--- src/rtl/counter_seq_ctrl.sv ---
`default_nettype none
// ============================================================================
// Module  : counter_seq_ctrl
// Brief   : Command sequencer driving an up/down preloadable counter with
//           exact cycle timing. Optional SEQ_WRAP_STOP_EN ends RUN on wrap.
// Rev     : 1.0
// ============================================================================

module counter_seq_ctrl #(
   parameter int ARG_W    = 16,
   parameter int DATA_W   = 4,
   parameter int CNT_W    = 8,
   parameter bit IDLE_RUN = 1'b0
) (
   input  logic              clk,
   input  logic              reset,
   input  logic              cmd_valid,
   input  logic [2:0]        cmd_op,
   input  logic [ARG_W-1:0]  cmd_arg,
   output logic              cmd_ready,
   input  logic              abort,
   input  logic [CNT_W-1:0]  cnt_value,
   output logic              cnt_enable,
   output logic              cnt_updn,
   output logic              cnt_preload,
   output logic [DATA_W-1:0] cnt_pl_data,
   output logic [DATA_W-1:0] cnt_incr,
   output logic              done,
   output logic              err
);

   localparam logic [1:0] S_IDLE    = 2'd0;
   localparam logic [1:0] S_PRELOAD = 2'd1;
   localparam logic [1:0] S_RUN     = 2'd2;
   localparam logic [1:0] S_PAUSE   = 2'd3;

   localparam logic [2:0] OP_NOP      = 3'd0;
   localparam logic [2:0] OP_PRELOAD  = 3'd1;
   localparam logic [2:0] OP_RUN      = 3'd2;
   localparam logic [2:0] OP_PAUSE    = 3'd3;
   localparam logic [2:0] OP_SET_INCR = 3'd4;
   localparam logic [2:0] OP_SET_DIR  = 3'd5;

   localparam logic [ARG_W-1:0]  ARG_ONE  = {{(ARG_W-1){1'b0}}, 1'b1};
   localparam logic [DATA_W-1:0] INCR_RST = {{(DATA_W-1){1'b0}}, 1'b1};

   logic [1:0]        state_q, state_d;
   logic [ARG_W-1:0]  rem_q, rem_d;
   logic              enable_q, enable_d;
   logic              updn_q, updn_d;
   logic              preload_q, preload_d;
   logic [DATA_W-1:0] pl_data_q, pl_data_d;
   logic [DATA_W-1:0] incr_q, incr_d;
   logic              done_q, done_d;
   logic              err_q, err_d;

   logic accept;
   logic arg_zero;
   logic finish;
   logic finish_ok;
   logic wrap_hit;

   assign cmd_ready = (state_q == S_IDLE) & ~reset;
   assign accept    = cmd_valid & cmd_ready;
   assign arg_zero  = (cmd_arg == '0);

`ifdef SEQ_WRAP_STOP_EN
   // Previous-cycle sample of the counter; valid only from the second RUN cycle on.
   logic [CNT_W-1:0] prev_value_q, prev_value_d;
   logic             prev_valid_q, prev_valid_d;

   assign prev_value_d = cnt_value;
   assign prev_valid_d = (state_q == S_RUN) && (state_d == S_RUN);
   assign wrap_hit     = prev_valid_q && (state_q == S_RUN) &&
                         (updn_q ? ((prev_value_q == {CNT_W{1'b1}}) && (cnt_value < prev_value_q))
                                 : ((prev_value_q == '0) && (cnt_value > prev_value_q)));

   always_ff @(posedge clk or posedge reset) begin
      if (reset) begin
         prev_value_q <= '0;
         prev_valid_q <= 1'b0;
      end else begin
         prev_value_q <= prev_value_d;
         prev_valid_q <= prev_valid_d;
      end
   end
`else
   logic unused_cnt_value;
   assign unused_cnt_value = ^cnt_value;
   assign wrap_hit         = 1'b0;
`endif

   // State and registered outputs
   always_ff @(posedge clk or posedge reset) begin
      if (reset) begin
         state_q   <= S_IDLE;
         rem_q     <= '0;
         enable_q  <= IDLE_RUN;
         updn_q    <= 1'b1;
         preload_q <= 1'b0;
         pl_data_q <= '0;
         incr_q    <= INCR_RST;
         done_q    <= 1'b0;
         err_q     <= 1'b0;
      end else begin
         state_q   <= state_d;
         rem_q     <= rem_d;
         enable_q  <= enable_d;
         updn_q    <= updn_d;
         preload_q <= preload_d;
         pl_data_q <= pl_data_d;
         incr_q    <= incr_d;
         done_q    <= done_d;
         err_q     <= err_d;
      end
   end

   // Next state; abort takes priority over a normal completion in the same cycle
   always_comb begin
      state_d   = state_q;
      rem_d     = rem_q;
      finish    = 1'b0;
      finish_ok = 1'b0;
      case (state_q)
         S_IDLE: begin
            if (accept) begin
               case (cmd_op)
                  OP_PRELOAD: state_d = S_PRELOAD;
                  OP_RUN: begin
                     if (!arg_zero) begin
                        state_d = S_RUN;
                        rem_d   = cmd_arg;
                     end
                  end
                  OP_PAUSE: begin
                     if (!arg_zero) begin
                        state_d = S_PAUSE;
                        rem_d   = cmd_arg;
                     end
                  end
                  default: ;
               endcase
            end
         end
         default: begin
            if (abort) begin
               finish = 1'b1;
            end else if ((state_q == S_PRELOAD) || (rem_q == ARG_ONE) || wrap_hit) begin
               finish    = 1'b1;
               finish_ok = 1'b1;
            end else begin
               rem_d = rem_q - ARG_ONE;
            end
            if (finish) begin
               state_d = S_IDLE;
               rem_d   = '0;
            end
         end
      endcase
   end

   // Next values of the registered counter-control outputs
   always_comb begin
      enable_d  = enable_q;
      updn_d    = updn_q;
      preload_d = 1'b0;
      pl_data_d = pl_data_q;
      incr_d    = incr_q;
      done_d    = 1'b0;
      err_d     = 1'b0;
      if (state_q == S_IDLE) begin
         if (accept) begin
            case (cmd_op)
               OP_NOP: done_d = 1'b1;
               OP_PRELOAD: begin
                  pl_data_d = cmd_arg[DATA_W-1:0];
                  preload_d = 1'b1;
                  enable_d  = 1'b0;
               end
               OP_RUN: begin
                  if (arg_zero) done_d   = 1'b1;
                  else          enable_d = 1'b1;
               end
               OP_PAUSE: begin
                  if (arg_zero) done_d   = 1'b1;
                  else          enable_d = 1'b0;
               end
               OP_SET_INCR: begin
                  incr_d = cmd_arg[DATA_W-1:0];
                  done_d = 1'b1;
               end
               OP_SET_DIR: begin
                  updn_d = cmd_arg[0];
                  done_d = 1'b1;
               end
               default: err_d = 1'b1;
            endcase
         end
      end else if (finish) begin
         enable_d = IDLE_RUN;
         done_d   = finish_ok;
      end
   end

   assign cnt_enable  = enable_q;
   assign cnt_updn    = updn_q;
   assign cnt_preload = preload_q;
   assign cnt_pl_data = pl_data_q;
   assign cnt_incr    = incr_q;
   assign done        = done_q;
   assign err         = err_q;

endmodule

`default_nettype wire
--- config.mk ---
export PLATFORM = sky130hd
export DESIGN_NAME = counter_seq_ctrl
export DESIGN_NICKNAME = d
export VERILOG_FILES = /design/src/rtl/counter_seq_ctrl.sv
export SDC_FILE = /design/constraint.sdc
export NUM_CORES = 1
export LEC_CHECK = 0
export CAP_MARGIN = 20
export CORE_MARGIN = 3
export CORE_UTILIZATION = 44
export DETAILED_ROUTE_END_ITERATION = 16
export MAX_ROUTING_LAYER = met4
export PLACE_DENSITY = 0.73
export REMOVE_ABC_BUFFERS = 1
export SKIP_CTS_REPAIR_TIMING = 1
export SYNTH_ARGS = -nofsm -noshare
export SYNTH_HDL_FRONTEND = slang
export SYNTH_SLANG_ARGS = --single-unit
--- constraint.sdc ---
create_clock -name clk -period 2.3 [get_ports clk]
set_input_delay 0.46 -clock clk [delete_from_list [all_inputs] [get_ports clk]]
set_output_delay 0.46 -clock clk [all_outputs]
set_load 0.05 [all_outputs]
==> impl_metrics.tcl, run 1 <==
set metrics [dict create \
    grt_usage 0.2341 \
    yosysSeqAreaShare 0.4524 \
    drv_slew 0 \
    switchingPower_w 0.0007231 \
    first_pass_iters 4 \
    n_antenna_cell 0 \
    p_sw_frac 0.3754 \
    grt_pass1_vias 1647 \
    critical_path_buf_inv_count 1 \
    synth-edff-count 0 \
    root_buffer "clkbuf_8" \
    ys.flop_type "dfrtp_1" \
    clk_pin_slew_ps 70 \
    drt_iter0_drc 141 \
    worst-path-max-fanout 24 \
    rsz0062_at_grt "false" \
    final_cell_count_no_fill 279 \
    ff2ff_setup_slack_ps 130 \
    die-area_mm2 0.004696 \
    period_needed_ps 2172 \
    ios 45 \
    core_mm2 0.003716 \
    synth.top_cell.area_share 0.4218 \
    critPathRequiredTime_ps 2470 \
    worstSetupPathType "flop to flop" \
    numPortBuffers 36 \
    min_from "cnt_pl_data[3]" \
    grt_max_degree 25 \
    worst_setup_path_start_kind "flop" \
    hold_depth 1 \
    cts_tree "yes" \
    clkPwrFrac 0.236 \
    relSlewSlack 0.6595 \
    holdCritPathClass "flop to flop" \
    status "completed" \
    slowest_delay_ps 400 \
    cts_made_buffers 5 \
    worstMarginPinSlew_ps 497.9 \
    power.leakage_nw 1.053 \
    clock_skew_ps 4.818 \
    clk_latency_ps 290 \
    seq_power_share 0.390 \
    synth.avg_cell_area_um2 10.24 \
    r2r_start "rem_q[1]" \
    antenna_found_initial 0 \
    final_area_mm2 0.002411 \
    final_hold_viol_count 0 \
    peakVddDrop_mv 0.5721 \
    ys_types 40 \
    htree_levels 2 \
    grt_pass1_wl_mm 7.797 \
    p_int_w 0.001203 \
    drive_gt1_frac 0.2208 \
    placement_rows 22 \
    synth-seq-cells 31 \
    die_h_um 68.53 \
    syn-instance-count 168 \
    setup_viol 0 \
    pwr_density_cell_mw_per_mm2 798.9 \
    synth_area_leaders "dfrtp_1, a221o_1, mux2_2, o21ai_0, dfstp_2" \
    period_share 0.9443 \
    start_util 0.4630 \
    yosysTopAreaCell "dfrtp_1" \
    post_drt_wl_per_cell_um 16.57 \
    fmax_mhz 460.4 \
    async_reset_ff_frac 1.000 \
    wirelength_mm 4.624 \
    place_congestion 0.8780 \
    num_vias 1620 \
    worstPathCellList "inv_1 > ha_1 > nor4b_1 > nand4_2 > nand2_8 > o21ai_0 > a221o_1" \
    die_w_um 68.53 \
    r2r-end "rem_q[11]" \
    nets 263 \
    drc_errors 0 \
    final_antenna_net_count 0 \
    cts_num_sinks 31 \
    critPathTopFamily "simple AND/OR/NAND/NOR gates" \
    overflow 0 \
    syn_area_mm2 0.001720 \
    place_area_mm2 0.002298 \
    ys_warn_count 0 \
    drv_cap 0 \
    placedCellCount 271 \
    hold_path_end "cnt_pl_data[3]" \
    dp_hpwl_mm 3.412 \
    comb_power_share 0.375 \
    end_kind "flop" \
    worst_r2r_path_depth 7 \
    clockBufferDepth 2 \
    critPathSlowestCell "dfrtp_1" \
    worstPathArrival_ps 2350 \
    via_per_inst 5.806 \
    area_delta_synth_final_pct 40.15 \
]
-- cell usage in the layout (no fill, tap or decap), types with 2 or more instances in the layout --
master           instances
nor4b_1                  2
dfstp_2                  2
nor3_1                   9
o22ai_1                  2
and4_1                   2
clkdlybuf4s50_1         35
o21ai_0                 12
buf_4                   22
nor4_2                   2
ha_1                     2
mux2_2                  10
nor4_1                   5
a221o_1                 12
nor4_4                   2
nor3b_1                  2
nor2b_1                  2
nand2_1                 11
dfrtp_1                 29
and2_1                   2
buf_12                   2
clkbuf_8                 6
o211ai_1                 2
inv_1                    7
nand2b_1                 3
nor2_1                  13
and3_1                   5
nand4_1                  2
nand3_1                  9
-- worst max path at each step --
| stage | startpoint | to | slack [ps] | cells after the start |
|---|---|---|---|---|
| floorplan | cmd_arg[12] | rem_q[11] | 350 | 5 |
| global route | rem_q[1] | rem_q[11] | 20 | 7 |
| detailed placement | cmd_arg[8] | rem_q[4] | -190 | 7 |
| global placement | cmd_arg[8] | rem_q[7] | -230 | 7 |
| CTS | cmd_arg[8] | rem_q[4] | 60 | 7 |
| finish | rem_q[1] | rem_q[11] | 130 | 7 |
-- logic make-up after synthesis --
kind of cell	after synthesis	share of synthesized area
fa+ha+maj	2	0.01454
flops	31	0.4524
xor+xnor	1	0.005092
buf+inv	11	0.03709
simple gates	76	0.2611
compound gates	36	0.1585
mux	11	0.07127
-- area by class of cell --
cell class	count	area [um^2]
fillers	303	1305
multi-input cells	126	899.6
flip-flops and latches	31	778.2
repair buffers	59	555.5
clock buffers	7	86.33
well taps	48	60.06
inverters	7	26.28
clock inverters	1	5.005
-- power by group through the flow --
stage / Combinational, W / Clock, W / Sequential [W]
4_1_cts: 0.000720 / 0.000460 / 0.000749
2_1_floorplan: 0.000308 / 0 / 0.000895
5_1_grt: 0.000778 / 0.000492 / 0.000762
3_5_place_dp: 0.000715 / 0 / 0.000759
3_3_place_gp: 0.000701 / 0 / 0.000750
6_report: 0.000722 / 0.000454 / 0.000750
-- sequential cells by signal, indices dropped and copies added, names as in the netlist --
name and cells:
done 1, err 1, cnt_updn 1, cnt_enable 1, rem_q 16, state_q 2, cnt_preload 1, cnt_incr 4
cnt_pl_data 4
-- cells in the mapped netlist (all sizes together), types with 3 or more instances --
master  instances
nand4           3
nor3            9
mux2           10
and3            5
inv             7
dfrtp          29
nand3           9
nand2b          3
nand2          12
o21ai          13
buf             4
nor2           13
nor4            9
a221o          12
-- stage by stage --
step                hold WS, ps  utilization  worst slack, ps  setup TNS, ps  power, W
global route              523.1       0.6488            17.15              0  0.002032
global placement          480.7       0.6185           -227.6          -2554  0.001451
detailed placement        497.3       0.6185           -192.1          -2038  0.001474
finish                    511.6       0.6488            128.1              0  0.001926
floorplan                 479.9            -            349.7              0  0.001203
CTS                       514.1       0.6431            63.93              0  0.001929
-- layer usage --
layer | GRT usage | wire (um) | vias up
met5 | - | 0 | -
met4 | 0.1067 | 104 | 0
met3 | 0.05835 | 221 | 9
met2 | 0.3611 | 2251 | 44
li1 | - | - | 773
met1 | 0.2886 | 2047 | 794
No activity file was read; power rests on OpenSTA's default activity.
==> run 2: changes to the inputs <==
Settings changed: CORE_ASPECT_RATIO set to 1.75, SKIP_LAST_GASP set to 1.
==> impl_metrics.tcl, run 2 (synthesis gave the netlist of run 1 again) <==
set metrics [dict create \
    status "completed" \
    die-area_mm2 0.004726 \
    rsz0062_at_grt "true" \
    start_util 0.4648 \
    clk_latency_ps 290 \
    period_needed_ps 2199 \
    htree_levels 2 \
    numPortBuffers 36 \
    end_kind "flop" \
    use_met3 0.06408 \
    grt_max_degree 25 \
    n_antenna_cell 0 \
    fin_setup_tns_ps 0 \
    period_share 0.9562 \
    ff2ff_setup_slack_ps 100 \
    clk_pin_slew_ps 70 \
    whs_ps 498.9 \
    relSlewSlack 0.5835 \
    top_usage_layer "met2" \
    grt_use_met1 0.2347 \
    power.total_w 0.001923 \
    final_hold_viol_count 0 \
    setup_viol 0 \
    hold_depth 1 \
    ios 45 \
    worst_setup_path_start_kind "flop" \
    placedCellCount 265 \
    peakVddDrop_mv 0.7205 \
    area_delta_synth_final_pct 37.89 \
    clockBufferDepth 2 \
    fmax_mhz 454.7 \
    critPathSlowestCell "dfrtp_1" \
    die_h_um 88.72 \
    startpoint "rem_q[1]" \
    placement_rows 29 \
    wirelength_mm 4.607 \
    layout_common_cells "clkdlybuf4s50_1, dfrtp_1, buf_4, nor2_1" \
    drv_cap 0 \
    pwr_density_cell_mw_per_mm2 810.6 \
    grt_usage 0.2287 \
    holdCritPathClass "flop to flop" \
    dp_hpwl_mm 3.541 \
    final_cell_count_no_fill 273 \
    drc_errors 0 \
    r2r_start "rem_q[1]" \
    clock_skew_ps 4.701 \
    core_mm2 0.003701 \
    endpoint "rem_q[11]" \
    slowest_delay_ps 410 \
    final_area_mm2 0.002372 \
    worstPathArrival_ps 2360 \
    num_vias 1609 \
    regMostFlops "rem_q" \
    grt_pass1_vias 1649 \
    critPathRequiredTime_ps 2470 \
    via_per_inst 5.894 \
    place_congestion 0.9246 \
    post_drt_wl_per_cell_um 16.88 \
    largest_register_ffs 16 \
    final_antenna_net_count 0 \
    antenna_found_initial 0 \
    multiInputGateArea_um2 893.4 \
    drv_slew 0 \
    n_fill_cell 337 \
    root_buffer "clkbuf_8" \
    register_area_um2 778.2 \
    cts_made_buffers 5 \
    worstPathCellList "inv_1 > ha_1 > nor4b_1 > nand4_2 > nand2_8 > o21ai_0 > a221o_1" \
    place_area_mm2 0.002266 \
    gr-usage-met2 0.3821 \
    die_w_um 53.27 \
    worst_r2r_path_depth 7 \
    worstSetupPathType "flop to flop" \
    grt_pass1_wl_mm 7.548 \
    layout_commonest_cell "clkdlybuf4s50_1" \
    cts_tree "yes" \
    cts_num_sinks 31 \
    nets 259 \
    r2r-end "rem_q[11]" \
    first_pass_iters 4 \
    worst-path-max-fanout 24 \
    overflow 0 \
    worstMarginPinSlew_ps 609.0 \
    power.leakage_nw 1.032 \
    drive_gt1_frac 0.2026 \
    drt_iter0_drc 78 \
]
==> run 2: cell count changes in the layout (fill, tap and decap cells not counted) <==
cell    delta
buf_4      -4
nor4_1     +1
nor4_2     -1
==> run 2: cell type report <==
type / instances / share of cell area
flip-flops and latches: 31 / 0.3281
well taps: 46 / 0.02426
repair buffers: 55 / 0.2215
clock inverters: 1 / 0.002110
clock buffers: 7 / 0.03639
inverters: 7 / 0.01108
multi-input cells: 126 / 0.3766
==> run 2: worst max-delay path: cells and delay by family, from the launching register on <==
kind / cells / cell delay [ps]
AND/OR/NAND/NOR: 3 / 950
buffers and inverters: 1 / 90
flip-flops: 1 / 410
AO/OA/AOI/OAI: 2 / 500
adder cells (fa/ha/maj): 1 / 140
==> run 2: where the power goes <==
part	switching [W]	internal (W)	total (W)
registers	0.000105	0.000649	0.000755
clock network	0.000207	0.000241	0.000448
logic	0.000409	0.000311	0.000720
total	0.000721	0.00120	0.00192
==> run 2: worst min path at each step <==
stage                     startpoint         end  slack [ps]
final                     cnt_enable  cnt_enable         500
after global routing      cnt_enable  cnt_enable         530
after CTS                 cnt_enable  cnt_enable         510
after detailed placement  cnt_enable  cnt_enable         490
after global placement    cnt_enable  cnt_enable         480
after floorplan            rem_q[15]   rem_q[15]         480
==> run 2: stage by stage <==
step	setup slack [ps]	util
finish	100.8	0.6410
floorplan	349.7	-
detailed placement	-236.2	0.6122
global placement	-208.4	0.6122
global route	-7.817	0.6410
CTS	69.40	0.6369
==> run 2: metal layers <==
metal  vias up  wire length [um]
met5         -                 0
met4         0                95
met3         9               283
met2        65              2573
met1       773              1653
li1        762                 -
==> run 3: changes to the inputs <==
Settings changed: SLEW_MARGIN set to 0.
==> results of run 3 <==
The final DEF is identical to that of run 2; final timing and power are the same.
